## config.mk

```make
export PLATFORM = sky130hd
export DESIGN_NAME = seq_pattern_ctrl
export DESIGN_NICKNAME = d
export VERILOG_FILES = /design/src/rtl/seq_gen_pkg.sv /design/src/rtl/seq_pass_counter.sv /design/src/rtl/seq_pattern_ctrl.sv
export SDC_FILE = /design/constraint.sdc
export NUM_CORES = 1
export LEC_CHECK = 0
export BUFFER_PORTS_ARGS = -buffer_cell sky130_fd_sc_hd__buf_2
export CAP_MARGIN = 40
export CORE_MARGIN = 1
export CORE_UTILIZATION = 40
export CTS_CLUSTER_DIAMETER = 200
export DETAILED_ROUTE_END_ITERATION = 6
export SYNTH_ARGS = -nofsm -noshare
export SYNTH_HDL_FRONTEND = slang
export SYNTH_SLANG_ARGS = --single-unit
```

## constraint.sdc

```tcl
create_clock -name clk -period 2.7 [get_ports clk]
set_input_delay 0.405 -clock clk [delete_from_list [all_inputs] [get_ports clk]]
set_output_delay 0.405 -clock clk [all_outputs]
set_load 0.1 [all_outputs]
```

## src/rtl/seq_gen_pkg.sv

```systemverilog
// Shared types and reset defaults for the serial sequence generator controller.
package seq_gen_pkg;

  typedef enum logic [1:0] {
    IDLE = 2'd0,
    RUN  = 2'd1,
    DONE = 2'd2
  } state_e;

  localparam logic [7:0] DEFAULT_PATTERN = 8'b01011010;
  localparam int         DEFAULT_LEN     = 7;
  localparam int         DEFAULT_REPEAT  = 1;

endpackage

```

## src/rtl/seq_pass_counter.sv

```systemverilog
// Bit-index and pass counters for one pattern playback; idx names the bit shown this cycle.
module seq_pass_counter
  import seq_gen_pkg::*;
#(
  parameter int LEN_W = 3,
  parameter int CNT_W = 8
) (
  input  logic             clk,
  input  logic             rst_n,
  input  logic             load_i,
  input  logic             advance_i,
  input  logic [LEN_W-1:0] len_i,
  input  logic [CNT_W-1:0] repeat_i,
  output logic [LEN_W-1:0] idx_o,
  output logic             last_bit_o,
  output logic             last_pass_o
);

  logic [LEN_W-1:0] idx_q, idx_d;
  logic [CNT_W-1:0] pass_q, pass_d;

  assign idx_o       = idx_q;
  assign last_bit_o  = (idx_q == '0);
  // repeat == 0 means endless, so no pass is ever the last one.
  assign last_pass_o = (repeat_i != '0) && (pass_q == repeat_i - 1'b1);

  always_comb begin
    // NOTE: every always_comb output gets a default first so no latch is inferred.
    idx_d  = idx_q;
    pass_d = pass_q;
    if (load_i) begin
      idx_d  = len_i;
      pass_d = '0;
    end else if (advance_i) begin
      if (!last_bit_o) begin
        idx_d = idx_q - 1'b1;
      end else if (!last_pass_o) begin
        idx_d = len_i;
        if (repeat_i != '0) pass_d = pass_q + 1'b1;
      end
    end
  end

  // NOTE: sequential state uses non-blocking assignments so all flops update together.
  always_ff @(posedge clk or negedge rst_n) begin
    if (!rst_n) begin
      idx_q  <= '0;
      pass_q <= '0;
    end else begin
      idx_q  <= idx_d;
      pass_q <= pass_d;
    end
  end

endmodule

```

## src/rtl/seq_pattern_ctrl.sv

```systemverilog
// Programmable pattern player: holds config, runs the IDLE/RUN/DONE FSM and
// drives registered serial outputs MSB-first for the configured number of passes.
module seq_pattern_ctrl
  import seq_gen_pkg::*;
#(
  parameter int PAT_W = 8,
  parameter int CNT_W = 8
) (
  input  logic                     clk,
  input  logic                     rst_n,
  input  logic                     cfg_we,
  input  logic [PAT_W-1:0]         cfg_pattern,
  input  logic [$clog2(PAT_W)-1:0] cfg_len,
  input  logic [CNT_W-1:0]         cfg_repeat,
  input  logic                     start,
  input  logic                     stop,
  output logic                     dout,
  output logic                     dout_valid,
  output logic                     busy,
  output logic                     done
);

  localparam int               LEN_W   = $clog2(PAT_W);
  localparam logic [LEN_W-1:0] LEN_MAX = LEN_W'(PAT_W - 1);

  state_e           state_q, state_d;
  logic [PAT_W-1:0] pattern_q;
  logic [LEN_W-1:0] len_q;
  logic [CNT_W-1:0] repeat_q;
  logic             dout_q, dout_d;
  logic             valid_q, valid_d;
  logic             busy_q, done_q;

  logic             cfg_take;
  logic [LEN_W-1:0] cfg_len_clamped;
  logic [PAT_W-1:0] pattern_eff;
  logic [LEN_W-1:0] len_eff;
  logic             load, advance;
  logic [LEN_W-1:0] idx, idx_dec;
  logic             last_bit, last_pass;

  // A write in the start cycle must feed that run, so the counter and first
  // bit see the incoming config rather than the registers.
  assign cfg_take        = (state_q == IDLE) && cfg_we;
  assign cfg_len_clamped = (cfg_len > LEN_MAX) ? LEN_MAX : cfg_len;
  assign pattern_eff     = cfg_take ? cfg_pattern : pattern_q;
  assign len_eff         = cfg_take ? cfg_len_clamped : len_q;
  assign idx_dec         = idx - 1'b1;

  seq_pass_counter #(
    .LEN_W (LEN_W),
    .CNT_W (CNT_W)
  ) u_pass_counter (
    .clk         (clk),
    .rst_n       (rst_n),
    .load_i      (load),
    .advance_i   (advance),
    .len_i       (len_eff),
    .repeat_i    (repeat_q),
    .idx_o       (idx),
    .last_bit_o  (last_bit),
    .last_pass_o (last_pass)
  );

  always_comb begin
    state_d = state_q;
    load    = 1'b0;
    advance = 1'b0;
    dout_d  = 1'b0;
    valid_d = 1'b0;
    unique case (state_q)
      IDLE: begin
        if (start && !stop) begin
          state_d = RUN;
          load    = 1'b1;
          dout_d  = pattern_eff[len_eff];
          valid_d = 1'b1;
        end
      end
      RUN: begin
        if (stop) begin
          state_d = IDLE;
        end else begin
          advance = 1'b1;
          if (!last_bit) begin
            dout_d  = pattern_q[idx_dec];
            valid_d = 1'b1;
          end else if (!last_pass) begin
            dout_d  = pattern_q[len_q];
            valid_d = 1'b1;
          end else begin
            state_d = DONE;
          end
        end
      end
      DONE:    state_d = IDLE;
      default: state_d = IDLE;
    endcase
  end

  always_ff @(posedge clk or negedge rst_n) begin
    if (!rst_n) begin
      state_q   <= IDLE;
      pattern_q <= PAT_W'(DEFAULT_PATTERN);
      len_q     <= LEN_W'(DEFAULT_LEN);
      repeat_q  <= CNT_W'(DEFAULT_REPEAT);
      dout_q    <= 1'b0;
      valid_q   <= 1'b0;
      busy_q    <= 1'b0;
      done_q    <= 1'b0;
    end else begin
      state_q <= state_d;
      if (cfg_take) begin
        pattern_q <= cfg_pattern;
        len_q     <= cfg_len_clamped;
        repeat_q  <= cfg_repeat;
      end
      dout_q  <= dout_d;
      valid_q <= valid_d;
      busy_q  <= (state_d == RUN);
      done_q  <= (state_d == DONE);
    end
  end

  assign dout       = dout_q;
  assign dout_valid = valid_q;
  assign busy       = busy_q;
  assign done       = done_q;

endmodule

```

# [After elaboration in Yosys (flattened, before gate mapping)]
# Cells that the tools add are included.
[word_totals] regBits=36 in_bits=24 output_inout_bits=4 word_cells=71
[op_classes] addsub=3 order_cmp=4 eq_ne=6 mux=36 n_reduce_logical=12
[op_table] operator="$mux 8" n=6
[op_table] operator="$mux 3" n=6
[op_table] operator="$mux 1" n=14
[op_table] operator="$lt 3x4->1 const B" n=3
[op_table] operator="$bmux 1 s3" n=3
[op_table] operator="$add 8x1->8 const B" n=1
[op_table] operator="$eq 8x8->1" n=1
[op_table] operator="$mux 2" n=4
[op_table] operator="$reduce_bool 8->1" n=1
[op_table] operator="$sub 8x1->8 const B" n=1
[op_table] operator="$reduce_bool 2->1" n=3
[op_table] operator="$eq 2x1->1 const B" n=2
[op_table] operator="$pmux 1 s2" n=2
[op_table] operator="$pmux 2 s2" n=1
[op_table] operator="$reduce_and 4->1" n=1
[op_table] operator="$gt 3x3->1 const B" n=1
[op_table] operator="$logic_and 1x1->1" n=3
[op_table] operator="$logic_not 3->1" n=1
[op_table] operator="$ne 3x3->1 const B" n=1
[op_table] operator="$sub 3x1->3 const B" n=1
[op_table] operator="$eq 2x2->1 const B" n=1
[op_table] operator="$logic_not 2->1" n=1
[op_table] operator="$ne 2x2->1 const B" n=1
[op_table] operator="$reduce_and 2->1" n=1
[op_table] operator="$logic_not 1->1" n=1

# [Depth between registers and ports, before layout]
[logic_depth] depth_word=8 depth_mapped=10 ltp_nobuf=8

# [By module]
# Synthesis repeated with hierarchy kept, for this count alone.
[unflattened] hier_cells=207 hier_area_um2=2280.9
[by_module_without_submodules] mod="seq_pattern_ctrl" instances=1 cells_each=84 area_each_um2=1208.7 seq_area_each_um2=635.6
[by_module_without_submodules] mod="seq_pass_counter" instances=1 cells_each=123 area_each_um2=1072.3 seq_area_each_um2=275.3

# [Worst setup path after synthesis]
# No wires, ideal clock.
[synth_path] path_type="register to register" startpoint="register repeat_q[0]" endpoint="register u_pass_counter.idx_q[0] (netlist: u_pass_counter.idx_o[0])" setup_ns=0.126 t_arrival_ns=2.395 t_required_ns=2.574 setup_slack_ns=0.178 stages_incl_launch_ff=10 n_path_buf=1 period_less_slack_ns=2.522 path_cell_list="dfstp_2 inv_1 ha_1 nor2b_1 or3_1 a31o_1 a2111oi_4 buf_6 a21oi_2 a311o_1"
[synth_between] elab_chain_len=5 elab_cells_between_ends=6 classes_between="1 x add/sub; 2 x eq/ne; 3 x reduce/logical"
[synth_lines] element="from (decl)" line="seq_pattern_ctrl.sv:29" text="logic [CNT_W-1:0] repeat_q;"
[synth_lines] element="from (signal assigned)" line="seq_pattern_ctrl.sv:106" text="repeat_q <= CNT_W'(DEFAULT_REPEAT);"
[synth_lines] element="from (signal assigned)" line="seq_pattern_ctrl.sv:116" text="repeat_q <= cfg_repeat;"
[synth_lines] element="$sub 8x1->8" line="seq_pass_counter.sv:25" text="assign last_pass_o = (repeat_i != '0) && (pass_q == repeat_i - 1'b1);"
[synth_lines] element="$eq 8x8->1" line="seq_pass_counter.sv:25"
[synth_lines] element="$logic_and 1x1->1 *" line="seq_pass_counter.sv:25"
[synth_lines] element="$ne 3x3->1 (no line) *"
[synth_lines] element="$reduce_and 2->1 (no line) *"
[synth_lines] element="to (signal assigned)" line="seq_pass_counter.sv:50" text="idx_q <= idx_d;"
[synth_lines] element="to (decl)" line="seq_pass_counter.sv:19" text="logic [LEN_W-1:0] idx_q, idx_d;"
# Mark *: on every way between the ends. The rest lies on a longest branch, timed or not.
# A chain may end at the register's enable or synchronous reset.

# [Worst setup path after layout]
# Ends and elaborated chain as after synthesis.

==> summary.md <==
| Metric | Value |
|---|---|
| Htree depth | 2 |
| Area grow syn2layout | 14.9% |
| Via count | 1,620 |
| Asr flop ratio synth | 100% |
| Max Cap Violations | 0 |
| DR DRC count | 0 |
| Initial drt markers | 83 |
| Final min period | 2.49 ns |
| Number of clock buffers inserted by TritonCTS | 5 |
| Port Buffer Count | 27 |
| Pwr dens | 699 nW/µm² |
| Initial Util | 42.1% |
| Die W | 75.8 µm |
| Final wirelength | 4420 µm |
| Synth top area share | 32.2% |
| Setup Crit Path Kind | reg -> reg |
| Number of global-route vias before repair | 1,520 |
| CP Buf/Inv Count | 1 |
| CTS tree | yes |
| Area leader, netlist | dfrtp_1 |
| Data arrival time of the critical path | 2.66 ns |
| First-pass GRT wire length | 7430 µm |
| Final hold vios | 0 |
| Root Driver | clkbuf_8 |
| Worst hold path class | in -> async |
| Detailed placement HPWL | 3260 µm |
| # nets final | 260 |
| Worst-Skew Late Latency | 0.29 ns |
| CP required | 2.87 ns |
| RSZ-0062 raised after global routing | false |
| Top FF cell, synth | dfrtp_1 |
| Status | finished, final reports clean |
| CP Max Fanout | 4 |
| Fmax | 402 MHz |
| Layout cells sized above 1 | 31.9% |
| Final worst clock skew | 0.00517 ns |
| Drt via density | 5.36 |
| Synthesized instance count | 199 |
| Syn avg cell area | 10.9 µm² |
| GRT Total Usage | 18.2% |
| Clock transition at the registers of the reported paths | 0.07 ns |
| Clock sink count | 36 |
| Leakage | 1.08 nW |
| Worst path cell trace | inv_1 -> ha_1 -> nor2b_1 -> or3_1 -> a31o_1 -> a2111oi_4 -> a21oi_2 -> a311o_1 |
| Most common cell after layout, fill and taps aside | dfrtp_1 |
| Synth area leaders | dfrtp_1, dfstp_2, mux2_2 |
| Post-synthesis sequential area ratio | 41.8% |
| Gpl congestion | 0.801 |
| Die area | 5740 µm² |
| Ports | 28 |
| Gr ovfl total | 0 |
| Warnings from Yosys | 0 |
| Max stage delay on crit path | 0.56 ns |
| Commonest cells after routing, fill and taps aside | dfrtp_1, buf_2, mux2_2 |
| Setup TNS | 0 ns |
| Drt pass-1 iters | 4 |
| CORE AREA | 5170 µm² |
| Initial antenna violation count | 0 |
| Crit end category | flop |
| Post-synth EDFFs | 0 |
| FP Rows | 26 |
| Diodes inserted | 0 |
| Slowest CP cell | dfstp_2 |
| Clock Path Buffers | 2 |
| Critical path's top delay family | compound AO/OA/AOI/OAI gates |
| Post-CTS Hold Fix Bufs | 0 |
| Post-CTS sizing | 0 |
| Cell Area, Synth | 2180 µm² |
| # fillers | 479 |
| Pin count of the biggest net entering global routing | 37 |
| Pre-CTS WS | 0.129 ns |
| Synthesized Nets | 228 |
| PnR worst setup slack | 0.211 ns |
| Headroom to the max-slew limit | 47.0% |
| Synth cell types | 47 |
| Synth Register Bits | 36 |
| Max VDD drop | 0.415 mV |
| Setup repair bufs after CTS | 0 |
| Post-route ant nets | 0 |
| Pins Over Slew Limit | 0 |
| Final Setup Violations | 0 |
| CP startpoint kind | flop |
| WL per Instance | 14.6 µm |
| Die height | 75.8 µm |
| Slew @ Worst Pin | 0.795 ns |
| Final worst path period share | 92.2% |
==> path summary, 6_finish.rpt <==
kind | depth (start not counted) | from | slack, ns | to
worst min register to register | 1 | pattern_q[0] | 0.54 | pattern_q[0]
worst max-delay path | 8 | repeat_q[0] | 0.21 | u_pass_counter.idx_o[0]
worst min-delay path | 1 | rst_n | 0.20 | repeat_q[6]
min in group clk | 3 | cfg_repeat[1] | 0.31 | repeat_q[1]
worst max register to register | 8 | repeat_q[0] | 0.21 | u_pass_counter.idx_o[0]
max in group asynchronous | 1 | rst_n | 2.00 | u_pass_counter.idx_o[2]
==> state kept, by name (all words and copies together) (netlist names) <==
signal / cells
repeat_q: 8
state_q: 2
len_q: 3
pattern_q: 8
done: 1
dout_valid: 1
u_pass_counter.idx_o: 3
u_pass_counter.pass_q: 8
busy: 1
dout: 1
==> kinds of logic after synthesis <==
logic type	Yosys count	synth area share, %
adder cells (fa/ha/maj)	5	2.87
AO/OA/AOI/OAI	38	12.9
multiplexers	34	19.5
flip-flops	36	41.8
AND/OR/NAND/NOR	60	15.5
XOR/XNOR	10	4.02
buffers and inverters	16	3.33
==> where the power goes <==
| group | internal, mW | total (mW) | switching [mW] |
|---|---|---|---|
| clock | 0.208 | 0.392 | 0.184 |
| combinational | 0.302 | 0.622 | 0.319 |
| sequential | 0.641 | 0.736 | 0.0956 |
==> final cells by class <==
class                   instances  area [µm²]  area share, %
clock buffers                   8        90.1           3.60
multi-input cells             147        1190           47.8
repair buffers                 34         191           7.65
inverters                       7        26.3           1.05
well taps                      70        87.6           3.50
flip-flops and latches         36         911           36.4
==> stage by stage <==
stage	instance area (µm²)	std cells	util, %	hold slack (ns)	power [mW]
floorplan	2180	199	-	0.109	1.21
global placement	2410	294	46.5	0.524	1.36
detailed placement	2410	294	46.5	0.530	1.36
CTS	2500	302	48.3	0.236	1.77
global route	2500	302	48.4	0.275	1.86
finish	2500	302	48.4	0.199	1.75
==> synth_stat cells (all sizes together) (6+ instances only) <==
cell	instances
a21oi	6
clkbuf	6
dfrtp	28
dfstp	8
inv	7
mux2	17
mux2i	13
nand2	12
nor2	11
o21ai	10
o31ai	6
==> routing by layer <==
layer / global-route usage (%) / vias to the layer above / share of wire, %
met5: 0 / - / 0
met4: 9.05 / 0 / 2.1
met3: 4.37 / 8 / 3.4
met2: 24.2 / 34 / 42
met1: 27.2 / 770 / 52
li1: - / 808 / -
Note: power is estimated with default switching activity, not from simulation.
